$ cat src/rtl/prog_loader_mem.sv
// Program loader and CPU boot memory: streams bytes into a RAM, holds the CPU
// in reset for HOLD_CYC cycles after the load, then serves combinational reads.
module prog_loader_mem #(
  parameter int unsigned ADDR_W   = 8,
  parameter int unsigned HOLD_CYC = 4
) (
  input  logic              clk_ph1,
  input  logic              rst,
  input  logic              ld_valid,
  input  logic [7:0]        ld_data,
  input  logic              ld_last,
  output logic              ld_ready,
  input  logic              reload,
  input  logic [15:0]       Addr_bus,
  output logic [7:0]        Data_bus,
  output logic              cpu_rst,
  output logic [ADDR_W:0]   ld_count,
  output logic              ovf
);

  localparam int unsigned DEPTH  = 1 << ADDR_W;
  localparam int unsigned CNT_W  = ADDR_W + 1;
  localparam int unsigned HOLD_W = 4;

  localparam logic [CNT_W-1:0]  FULL      = CNT_W'(DEPTH);
  localparam logic [CNT_W-1:0]  LAST_ADDR = CNT_W'(DEPTH - 1);
  localparam logic [HOLD_W-1:0] HOLD_INIT = HOLD_W'(HOLD_CYC);

  typedef enum logic [1:0] {LOAD, HOLD, RUN} state_t;

  state_t             state_q, state_d;
  logic [CNT_W-1:0]   count_d;
  logic               ovf_d;
  logic [HOLD_W-1:0]  hold_q, hold_d;
  logic               wr_c;

  logic [7:0] mem [DEPTH];

  // State and registered outputs
  always_ff @(posedge clk_ph1 or negedge rst) begin
    if (!rst) begin
      state_q  <= LOAD;
      ld_count <= '0;
      ovf      <= 1'b0;
      hold_q   <= HOLD_INIT;
      ld_ready <= 1'b1;
      cpu_rst  <= 1'b0;
    end else begin
      state_q  <= state_d;
      ld_count <= count_d;
      ovf      <= ovf_d;
      hold_q   <= hold_d;
      ld_ready <= (state_d == LOAD);
      cpu_rst  <= (state_d == RUN);
    end
  end

  // Next-state logic; reload overrides everything including a coincident handshake
  always_comb begin
    state_d = state_q;
    count_d = ld_count;
    ovf_d   = ovf;
    hold_d  = hold_q;
    wr_c    = 1'b0;
    if (reload) begin
      state_d = LOAD;
      count_d = '0;
      ovf_d   = 1'b0;
      hold_d  = HOLD_INIT;
    end else begin
      case (state_q)
        LOAD: begin
          if (ld_valid && (ld_count != FULL)) begin
            wr_c    = 1'b1;
            count_d = ld_count + CNT_W'(1);
            if (ld_last) begin
              state_d = HOLD;
              hold_d  = HOLD_INIT;
            end else if (ld_count == LAST_ADDR) begin
              state_d = HOLD;
              hold_d  = HOLD_INIT;
              ovf_d   = 1'b1;
            end
          end
        end
        HOLD: begin
          hold_d = hold_q - HOLD_W'(1);
          if (hold_q <= HOLD_W'(1)) begin
            state_d = RUN;
          end
        end
        RUN: begin
          state_d = RUN;
        end
        default: begin
          state_d = LOAD;
        end
      endcase
    end
  end

  // Program RAM: never cleared, stale bytes hidden by the ld_count gate
  always_ff @(posedge clk_ph1) begin
    if (wr_c) begin
      mem[ld_count[ADDR_W-1:0]] <= ld_data;
    end
  end

  assign Data_bus = ((state_q == RUN) && (32'(Addr_bus) < 32'(ld_count)))
                    ? mem[Addr_bus[ADDR_W-1:0]] : 8'h00;

endmodule
$ cat config.mk
export PLATFORM = sky130hd
export DESIGN_NAME = prog_loader_mem
export DESIGN_NICKNAME = d
export VERILOG_FILES = /design/src/rtl/prog_loader_mem.sv
export SDC_FILE = /design/constraint.sdc
export NUM_CORES = 2
export LEC_CHECK = 0
export ABC_CLOCK_PERIOD_IN_PS = 7100
export CORE_AREA = 2 2 428 430
export DETAILED_ROUTE_END_ITERATION = 10
export DIE_AREA = 0 0 430 432
export GPL_TIMING_DRIVEN = 0
export SETUP_SLACK_MARGIN = 0.2
export SYNTH_ARGS = -nofsm -noshare
export SYNTH_HDL_FRONTEND = slang
export SYNTH_SLANG_ARGS = --single-unit
$ cat constraint.sdc
create_clock -name clk_ph1 -period 7.1 [get_ports clk_ph1]
set_clock_uncertainty 0.15 [all_clocks]
set_input_delay 1.065 -clock clk_ph1 [delete_from_list [all_inputs] [get_ports clk_ph1]]
set_output_delay 1.065 -clock clk_ph1 [all_outputs]
set_load 0.02 [all_outputs]
==> results.txt <==
Outcome = complete, but fails checks
Failing checks = negative setup slack
Gr usage total = 35.4%
Drt initial violations = 9945
Die height = 432 um
Post-synthesis mux area share = 15.3%
Antenna violations before repair = 28
Reg clk slew, reported paths = 0.06 ns
Final-report hold violation count = 0
DP HPWL = 210 mm
Clock sinks = 2066
Fmax = 139 MHz
Synth cell types = 66
Largest family of logic cells by synthesized area = multiplexers
Util after Layout = 51.1%
Die area = 186000 um2
Io pins = 49
CTS tree = built
Worst hold stages = 1
Worst-margin pin slew = 1.33 ns
DR top layer = met5
Post-synth top flop = edfxtp_1
Die W = 430 um
CTS Buf Count = 212
Worst Path Arrival = 5.98 ns
Power Dens Cells = 287 nW/um2
Mapped Nets = 4005
First-pass GRT wire length = 424 mm
Routed WL = 330 mm
Commonest non-fill, non-tap cell in the layout = edfxtp_1
Met3 WL = 52.8 mm
Post-synthesis compound-gate area fraction = 3.46%
Vias per cell = 7.02
Clk Latency, worst-skew pair = 0.89 ns
Number of global-route vias before repair = 43.5k
Simple-Gate Fraction of Synth Area = 2.69%
Max Cap Violations = 0
WL met2 = 139 mm
WHS = 0.351 ns
Crit path capture type = primary output
Total Power = 26.6 mW
Layout cells sized above 1 = 22.9%
Critical Path, Cell by Cell = clkdlybuf4s50_1, buf_2, nor2b_1, clkbuf_2, clkbuf_4, clkbuf_4, a221oi_1, o21ai_0, o21ai_1, o21ai_0, a21oi_1, a22oi_2, o21bai_2, clkdlybuf4s50_1
Largest net degree at the start of global routing = 149
Initial core utilization = 44.7%
Drt drc = 0
VDD IR max = 0.000201 V
IO Port Bufs = 46
# hold bufs at CTS = 0
Type of the worst setup path = input port to primary output
Min Tclk post-route = 7.20 ns
YS warnings = 0
Hold Path Class = flop to flop
Mapped Area = 81200 um2
XOR/XNOR Fraction of Synth Area = 0.0647%
CP max FO = 10
CP peak stage delay = 0.68 ns
Sequential fraction of the synthesis area = 76.3%
Startpoint type of the worst setup path = input port
Final worst setup slack = -0.0956 ns
Avg WL per Cell = 48.3 um
Crit path launch = Addr_bus[2]
Bufs on Longest Clock Path = 3
Worst R2R End = mem[201][1]
WL met1 = 113 mm
Synth Instances = 3961
Crit path max-delay cell type = clkdlybuf4s50_1
H-tree depth = 4
R2R Path Start = ld_count[2]
R2R setup slack = 2.19 ns
Post-synth EDFFs = 2048
Final period utilization = 101%
LEAKAGE = 29.4 nW
Fin cells = 6841
CP endpoint = Data_bus[4]
RSZ-0062 raised after global routing = true
Post-synth ARST share = 0.871%
Worst slack, placed = -1.97 ns
Synth-to-layout area growth = 14.4%
Yosys reg bits = 2066
Routability cong. = 1.02
Rel. slew slack = 10.6%
Register-to-Register Path Depth = 8
Root buf cell = clkbuf_16
Vias = 48.0k
Setup Viol. Count Final = 5
Cells after DPL = 6419
Fin. max-slew vios = 0
Post-Synth Adder-Cell Area = 0.231%
Hold path start = hold_q[3]
Post-CTS setup buffers = 0
Highest-count cells in the layout ignoring fill and taps = 2048 x edfxtp_1, 431 x mux4_2, 318 x nor2_1, 250 x mux2i_1, 214 x clkbuf_16
CP required = 5.88 ns
Grt total ovfl = 0
Row count = 157
Nets = 4292
Syn avg cell area = 20.5 um2
Detail Route Antenna Nets = 0
First-pass DRT Iterations = 6
Core ar. = 182000 um2
-- cells by family (layout without fill, tap and decap cells) --
group,after synthesis,in the layout
buf+inv,257,719
compound gates,400,400
other cells,0,33
simple gates,521,521
flops,2066,2066
fa+ha+maj,15,15
xor+xnor,6,6
mux,696,696
-- cell type report --
type,instances,area [um2]
multi-input combinational,1638,17900
inverter,17,73.8
clock buffer,268,5560
buffer,240,2050
sequential,2066,62000
fill,14300,88800
clock inverter,121,1220
tap,2385,2980
timing repair buffer,73,1110
antenna,33,82.6
-- where the power goes --
group | switching, mW | total (mW) | internal, mW | leakage [nW]
clock network | 4.92 | 11.1 | 6.18 | 3.29
registers | 0.0234 | 13.5 | 13.4 | 18.6
logic | 1.55 | 2.08 | 0.530 | 7.50
total | 6.49 | 26.6 | 20.1 | 29.4
-- cells in the mapped netlist, types with 7 or more instances --
cell         n  area, um2
inv_1       14       52.6
buf_2       61        305
nand2b_1    13       81.3
and3_1       7       43.8
a31oi_1     18        113
nor2b_1      9       56.3
buf_4       15        113
nand2_1     85        319
o21ai_0     85        425
buf_1       14       52.6
dfrtp_1     16        400
a21oi_1     61        305
a221oi_1    86        753
buf_8       14        210
mux2_2      10        113
nor4_1       9       56.3
buf_6       34        383
nor2_1     323       1210
mux2i_1    250       2500
a221o_1     24        240
nand3_1     27        135
mux4_2     431       9710
clkbuf_1    97        364
a211oi_1    15        113
or3_1        7       43.8
o22ai_1     19        119
a22oi_1     34        255
ha_1        15        188
o31ai_1      9       67.6
nor3_1      26        130
edfxtp_1  2048      61500
-- flip-flops by register name, indices dropped and copies added, names as in the netlist --
signal,count
hold_q,4
mem,2048
ovf,1
ld_count,9
state_q,2
cpu_rst,1
ld_ready,1
-- metal layers --
metal / up-vias / track usage (%)
met3: 1087 / 16.0
met2: 4672 / 49.1
li1: 17100 / -
met4: 16 / 22.9
met1: 25100 / 44.8
met5: - / 0.520
-- through the flow --
| step | TNS, ns | cell area [um2] |
|---|---|---|
| after global routing | 0 | 92800 |
| final | -0.277 | 92900 |
| after global placement | -6087.92 | 84700 |
| after floorplan | 0 | 81200 |
| after detailed placement | -13.27 | 85400 |
| after CTS | 0 | 92800 |
-- worst min-delay path by stage --
stage / slack [ns] / to
finish: 0.35 / hold_q[3]
global route: 0.37 / hold_q[3]
CTS: 0.36 / hold_q[3]
detailed placement: 0.35 / hold_q[3]
global placement: 0.34 / hold_q[3]
floorplan: 0.30 / hold_q[3]
-- critical path, delay by kind of cell --
| family | cells | cell delay (ns) |
|---|---|---|
| AOI/OAI and AO/OA | 7 | 2.15 |
| buffers and inverters | 6 | 2.51 |
| and+or+nand+nor | 1 | 0.20 |
-- repair_timing --
action | in CTS | in global routing
pin swaps | 3 | 2
gates resized for setup | 203 | 14
setup endpoints to repair | 8 | 4
No activity file was read; power rests on OpenSTA's default activity.
